--- config.mk ---
export PLATFORM = sky130hd
export DESIGN_NAME = alu_operand_sequencer
export DESIGN_NICKNAME = d
export VERILOG_FILES = /design/src/rtl/alu_operand_sequencer.sv
export SDC_FILE = /design/constraint.sdc
export NUM_CORES = 1
export LEC_CHECK = 0
export BUFFER_PORTS_ARGS = -buffer_cell sky130_fd_sc_hd__clkbuf_2
export CELL_PAD_IN_SITES_DETAIL_PLACEMENT = 1
export CELL_PAD_IN_SITES_GLOBAL_PLACEMENT = 1
export CORE_MARGIN = 2
export CORE_UTILIZATION = 40
export CTS_CLUSTER_DIAMETER = 100
export DETAILED_ROUTE_END_ITERATION = 16
export HOLD_SLACK_MARGIN = 0.06
export PLACE_DENSITY_LB_ADDON = 0.1
export SYNTH_ARGS = -nofsm -noshare
export SYNTH_HDL_FRONTEND = slang
export SYNTH_SLANG_ARGS = --single-unit
export TNS_END_PERCENT = 10
--- constraint.sdc ---
create_clock -name clk -period 2.6 [get_ports clk]
set_input_delay 0.39 -clock clk [delete_from_list [all_inputs] [get_ports clk]]
set_output_delay 0.39 -clock clk [all_outputs]
set_load 0.05 [all_outputs]
--- src/rtl/alu_operand_sequencer.sv ---
// Captures operand A, then operand B plus opcode, on two debounced load-button presses
// and hands the stable {A,B,op} tuple to the ALU over a valid/ready handshake.
module alu_operand_sequencer #(
  parameter int unsigned DEBOUNCE_CYCLES = 16
) (
  input  logic       clk,
  input  logic       reset,
  input  logic       ena,
  input  logic [3:0] din,
  input  logic [1:0] op_in,
  input  logic       load_btn,
  output logic [3:0] a_out,
  output logic [3:0] b_out,
  output logic [1:0] op_out,
  output logic       issue_valid,
  input  logic       issue_ready,
  output logic [1:0] stage,
  output logic [3:0] op_count
);

  localparam int unsigned CNT_W = $clog2(DEBOUNCE_CYCLES + 1);
  localparam logic [CNT_W-1:0] CNT_LAST = CNT_W'(DEBOUNCE_CYCLES - 1);

  typedef enum logic [1:0] {
    WAIT_A = 2'b00,
    WAIT_B = 2'b01,
    ISSUE  = 2'b10
  } stage_e;

  stage_e           state_q, state_d;
  logic             sync1, sync2;
  logic [CNT_W-1:0] deb_cnt, deb_cnt_d;
  logic             deb_lvl, deb_lvl_d;
  logic             deb_prev;
  logic             load_pulse;
  logic [3:0]       a_d, b_d, count_d;
  logic [1:0]       op_d;

  assign load_pulse = deb_lvl & ~deb_prev;
  assign stage      = state_q;

  // Debounce: level is accepted once sync2 has disagreed with it for DEBOUNCE_CYCLES cycles
  always_comb begin
    deb_cnt_d = deb_cnt;
    deb_lvl_d = deb_lvl;
    if (ena) begin
      if (sync2 == deb_lvl) begin
        deb_cnt_d = '0;
      end else if (deb_cnt == CNT_LAST) begin
        deb_cnt_d = '0;
        deb_lvl_d = sync2;
      end else begin
        deb_cnt_d = deb_cnt + CNT_W'(1);
      end
    end
  end

  // Sequencer next-state and capture logic
  always_comb begin
    state_d = state_q;
    a_d     = a_out;
    b_d     = b_out;
    op_d    = op_out;
    count_d = op_count;
    if (ena) begin
      case (state_q)
        WAIT_A: if (load_pulse) begin
          a_d     = din;
          state_d = WAIT_B;
        end
        WAIT_B: if (load_pulse) begin
          b_d     = din;
          op_d    = op_in;
          state_d = ISSUE;
        end
        ISSUE: if (issue_ready) begin
          count_d = op_count + 4'd1;
          state_d = WAIT_A;
        end
        default: state_d = WAIT_A;
      endcase
    end
  end

  always_ff @(posedge clk) begin
    if (reset) begin
      sync1       <= 1'b0;
      sync2       <= 1'b0;
      deb_cnt     <= '0;
      deb_lvl     <= 1'b0;
      deb_prev    <= 1'b0;
      state_q     <= WAIT_A;
      a_out       <= 4'd0;
      b_out       <= 4'd0;
      op_out      <= 2'd0;
      op_count    <= 4'd0;
      issue_valid <= 1'b0;
    end else begin
      // Synchronizer runs regardless of ena so no edge is lost while held
      sync1       <= load_btn;
      sync2       <= sync1;
      deb_cnt     <= deb_cnt_d;
      deb_lvl     <= deb_lvl_d;
      if (ena) deb_prev <= deb_lvl;
      state_q     <= state_d;
      a_out       <= a_d;
      b_out       <= b_d;
      op_out      <= op_d;
      op_count    <= count_d;
      issue_valid <= (state_d == ISSUE);
    end
  end

endmodule

* Word level (Yosys, flattened, before mapping)
Cells that the tools add are included.
** Operators by class
- Muxes and demuxes :: 7
- Bitwise gates (word level) :: 3
- Shifts and indexed selects :: 0
- Divide/modulo/power cells :: 0
- Magnitude comparators :: 0
- Eq/ne operators :: 5
- Multipliers :: 0
- Reductions and logical operators :: 5
- Add/sub/neg operators :: 2
** Operators with widths (number)
- AND reduction 3 bit :: 4
- 2-to-1 mux 5 bit :: 2
- 2-to-1 mux 2 bit :: 4
- case mux 2 bit (3 select lines) :: 1
- adder 5 x 1 -> 5 bit, second input constant :: 1
- == test 5 x 4 -> 1 bit, second input constant :: 1
- adder 4 x 1 -> 4 bit, second input constant :: 1
- == test 2 bit, second input constant :: 2
- == test 2 x 1 -> 1 bit, second input constant :: 1
- zero test 2 bit :: 1
- inverter 1 bit :: 2
- AND 1 bit :: 1
- == test 1 bit :: 1
** Storage, ports and cells
- Register bits :: 26
- ROM bits :: 0
- Latch bits :: 0
- Word-level logic and storage cells :: 33
- Bits in writable memories :: 0
- Output and inout bits :: 17
- Memories kept :: 0
- Input bits :: 11

* Logic depth before layout (Yosys ltp)
- Depth in word-level cells :: 6
- Depth in mapped cells :: 5

* Worst setup path after synthesis
OpenSTA, ideal clock, no wires.
- Path type :: register -> register
- From :: register state_q[1] (netlist: stage[1])
- To :: register op_count[3]
- Stages on the path, launching flop included :: 6
- Arrival time :: 1.453 ns
- Period minus slack after synthesis :: 1.580 ns
- Setup slack :: 1.020 ns
- Buffers on the path :: 1
- Cells stage by stage :: dfxtp_1 and4b_1 clkbuf_1 nand4_1 xor2_1 nor2_1
** Between the ends
- Cells in the longest elaborated chain, start to end :: 2
** Ends and longest elaborated chain
- start, declared :: line 30 : stage_e state_q, state_d;
- start signal, assigned :: line 105 : state_q <= state_d;
- == test 2 bit :: line 66 : case (state_q)
- AND reduction 3 bit (no line)
- end signal, assigned :: line 109 : op_count <= count_d;
- end, declared :: line 18 : output logic [3:0] op_count
Every way passes these cells.
A chain may end at the register's enable or synchronous reset.

* Worst setup path after layout
- From :: register deb_lvl
- To :: register b_out[2]
** Between the ends
- Cells in the longest elaborated chain, start to end :: 2
** Ends and longest elaborated chain
- start, declared :: line 33 : logic deb_lvl, deb_lvl_d;
- start signal, assigned :: line 103 : deb_lvl <= deb_lvl_d;
- AND 1 bit :: line 39 : assign load_pulse = deb_lvl & ~deb_prev;
- AND reduction 3 bit (no line)
- end signal, assigned :: line 94 : b_out <= 4'd0;
- end signal, assigned :: line 107 : b_out <= b_d;
- end, declared :: line 13 : output logic [3:0] b_out,
Every way passes these cells.

==> run metrics <==
kind of critical path=register to register; leading cell types by total area after synthesis=sky130_fd_sc_hd__dfxtp_1 (49%), sky130_fd_sc_hd__mux2i_1 (8.5%), sky130_fd_sc_hd__nor2_1 (5.0%), sky130_fd_sc_hd__a21oi_1 (4.7%), sky130_fd_sc_hd__nand3_1 (4.3%); synth cell count leaders=sky130_fd_sc_hd__dfxtp_1 (26), sky130_fd_sc_hd__nor2_1 (14), sky130_fd_sc_hd__nand2_1 (12); Hold WC Path Type=input pin to register; number of buffers inserted by hold repair at cts=0; area after detailed placement=0.00120 mm²; Resize count post-CTS=0; area occupied by multi-input gates=503 µm²; FILL cells=between 300 and 400; Power Density=~500 mW/mm²; number of hold-slack violations in the final timing report=0; clock insertion delay at the later pin of the skew report=just over 0.3 ns; biggest fanout along the worst timing path=8; library cell with the highest instance count after synthesis=sky130_fd_sc_hd__dfxtp_1; Worst Hold Path Cells=2; Total Die Area=between 0.003 and 0.004 mm²; Register Area=~520 µm²; worst-path cell chain=nor3b_2 > and3_1 > mux2i_1 > nor2_1; floorplan core area=around 0.0025 mm²; area of all placed cells without fillers=~0.0012 mm²; H-tree depth reported by CTS=1; Post-Synthesis Mean Instance Area=~9 µm²; chip width=55.4 µm; number of enable-type register cells in the synthesized netlist=0; count of placed standard cells including taps=roughly 170; sum of routed wire length over all layers=between 2 and 2.5 mm; Starting Density=42.3%; top-area cell type share of the netlist area=49.2%; layout cell share with drive strength beyond 1=between 20% and 30%; number of diodes=0; # Max-Cap Violations=0; result of the run=finished clean; FMAX=between 0.5 and 0.6 GHz; Post-CTS Setup Inserts=0; clock tree from TritonCTS=yes; synthesized cell area=around 0.0011 mm²; Yosys warning total=0; shortest clock period the worst path allows after layout=roughly 1.7 ns; Post-DP HPWL=~1.7 mm; post-synthesis sequential area ratio=around half; Final Wtd Congestion=slightly above 0.7; GR Overflow Total=0; buffer type at the clock tree root=sky130_fd_sc_hd__clkbuf_4; Slew HR=roughly two thirds; Worst Setup Start Kind=register; routed via count divided by cell count=~5.2; cell count of the worst reg-to-reg path=4; leading register cell type out of synthesis=sky130_fd_sc_hd__dfxtp_1; Post-synth ARST share=0%; post-placement setup slack=0.891 ns; worst supply voltage drop on vdd=roughly 0.35 mV; longest individual stage delay on the worst path=around 0.5 ns; setup violators final=0; I/O pin count=28; maximum number of pins on one net before global-route repair=27; Seq cells post-synth=26; antenna violations before repair=0; CTS max path bufs=2; WP data required=~2.8 ns; placement row count=18; Clock transition at path regs=0.14 ns; category of the worst setup path capture point=register; fraction of the cycle the final worst path needs=roughly 67%; Clock Skews=~0.0032 ns; vertical die dimension=between 50 and 60 µm; via count=between 800 and 900; Post-Synthesis Net Count=between 100 and 150; final total negative setup slack=0 ns; arrival time worst endpoint=approximately 1.9 ns; input/output buffers=27; via count of the first global-routing pass=roughly 900; antenna-violating nets left=0; signed area change from the synthesized netlist to the final layout=16.9%; CP max-delay cell=sky130_fd_sc_hd__and3_1; Unique masters post-synth=23; static leakage power=~0.50 nW; number of max-slew violations in the final report=0; Detailed Routing Iterations Pass 1=3; crit path setup slack, layout=a little under 0.9 ns; cts bufs inserted=3; total number of nets in the final design=roughly 160; wire length of the first global-routing pass=a little under 4 mm; Mapped Cells=116; setup repair after global routing missed its margin=no; number of DRC violations after detailed-routing iteration 0=23; number of design rule violations left after detail routing=0; cell type with the highest aggregate area in the netlist=sky130_fd_sc_hd__dfxtp_1; combined global-route utilization of all metal layers=~16%; Layout Cells excl Fill=~170; Num Clock Sinks=26; Worst Max-Slew Pin Slew=0.511 ns; Avg WL per Cell=between 10 and 15 µm
-- metal layers --
layer  up-vias  GRT usage (%)  share of wire [%]
met5         -              0                  0
met4         0           5.23                1.1
met3         4           3.98                4.8
met2        18           27.9                 47
met1       423           18.3                 47
li1        443              -                  -
-- sequential cells by signal (all words and copies together) (netlist names) --
name	flops
a_out	4
b_out	4
deb_cnt	5
deb_lvl	1
deb_prev	1
issue_valid	1
op_count	4
op_out	2
stage	2
sync1	1
sync2	1
-- where the power goes --
| group | switching [W] | internal (W) | total [W] |
|---|---|---|---|
| registers | 0.00000121 | 0.000400 | 0.000401 |
| clock network | 0.000117 | 0.0000856 | 0.000202 |
| logic | 0.0000164 | 0.00000997 | 0.0000264 |
| total | 0.000134 | 0.000496 | 0.000630 |
-- kinds of logic after synthesis --
group | share of synthesized area, %
AND/OR/NAND/NOR | 25.1
flip-flops | 49.2
AO/OA/AOI/OAI | 7.46
multiplexers | 8.52
buffers and inverters | 3.20
XOR/XNOR | 4.14
adder cells (fa/ha/maj) | 2.37
-- worst max-delay path: cells and delay by family (launching register included) --
family	cells	cell delay, ns
muxes	1	0.25
and+or+nand+nor	3	0.92
DFF	1	0.45
-- area by class of cell --
cell class	count	area share, %
flip-flops and latches	26	42.1
multi-input cells	83	40.7
repair buffers	27	10.9
well taps	30	3.04
clock buffers	4	2.94
inverters	1	0.304
-- placed cells by master, fill, tap and decap left out, drive strengths merged --
cell type	instances
mux2i	9
nor2b	5
nand2	12
nand4b	1
inv	1
xor2	3
a21oi	10
or3	2
xnor2	2
o21ai	2
dfxtp	26
and4b	2
nand2b	4
ha	2
o22ai	1
nand4	1
nand3	9
and3	1
a31oi	2
nor2	14
clkbuf	31
nor3b	1
-- stage by stage --
step | power, W | hold slack [ns] | utilization (%)
2_1_floorplan | 0.000425 | 0.414 | -
3_3_place_gp | 0.000436 | 0.430 | 48.0
3_5_place_dp | 0.000437 | 0.445 | 48.0
4_1_cts | 0.000641 | 0.261 | 49.4
5_1_grt | 0.000661 | 0.287 | 49.4
6_report | 0.000630 | 0.273 | 49.4
-- final timing paths --
path | startpoint | endpoint | slack, ns
worst min-delay path | load_btn | sync1$_SDFF_PP0_ | 0.27
worst max-delay path | deb_lvl$_SDFFE_PP0P_ | b_out[2]$_SDFFE_PP0P_ | 0.87
worst max register to register | deb_lvl$_SDFFE_PP0P_ | b_out[2]$_SDFFE_PP0P_ | 0.87
worst min register to register | deb_cnt[4]$_SDFFE_PP0P_ | deb_cnt[4]$_SDFFE_PP0P_ | 0.46
No activity file was read; power rests on OpenSTA's default activity.
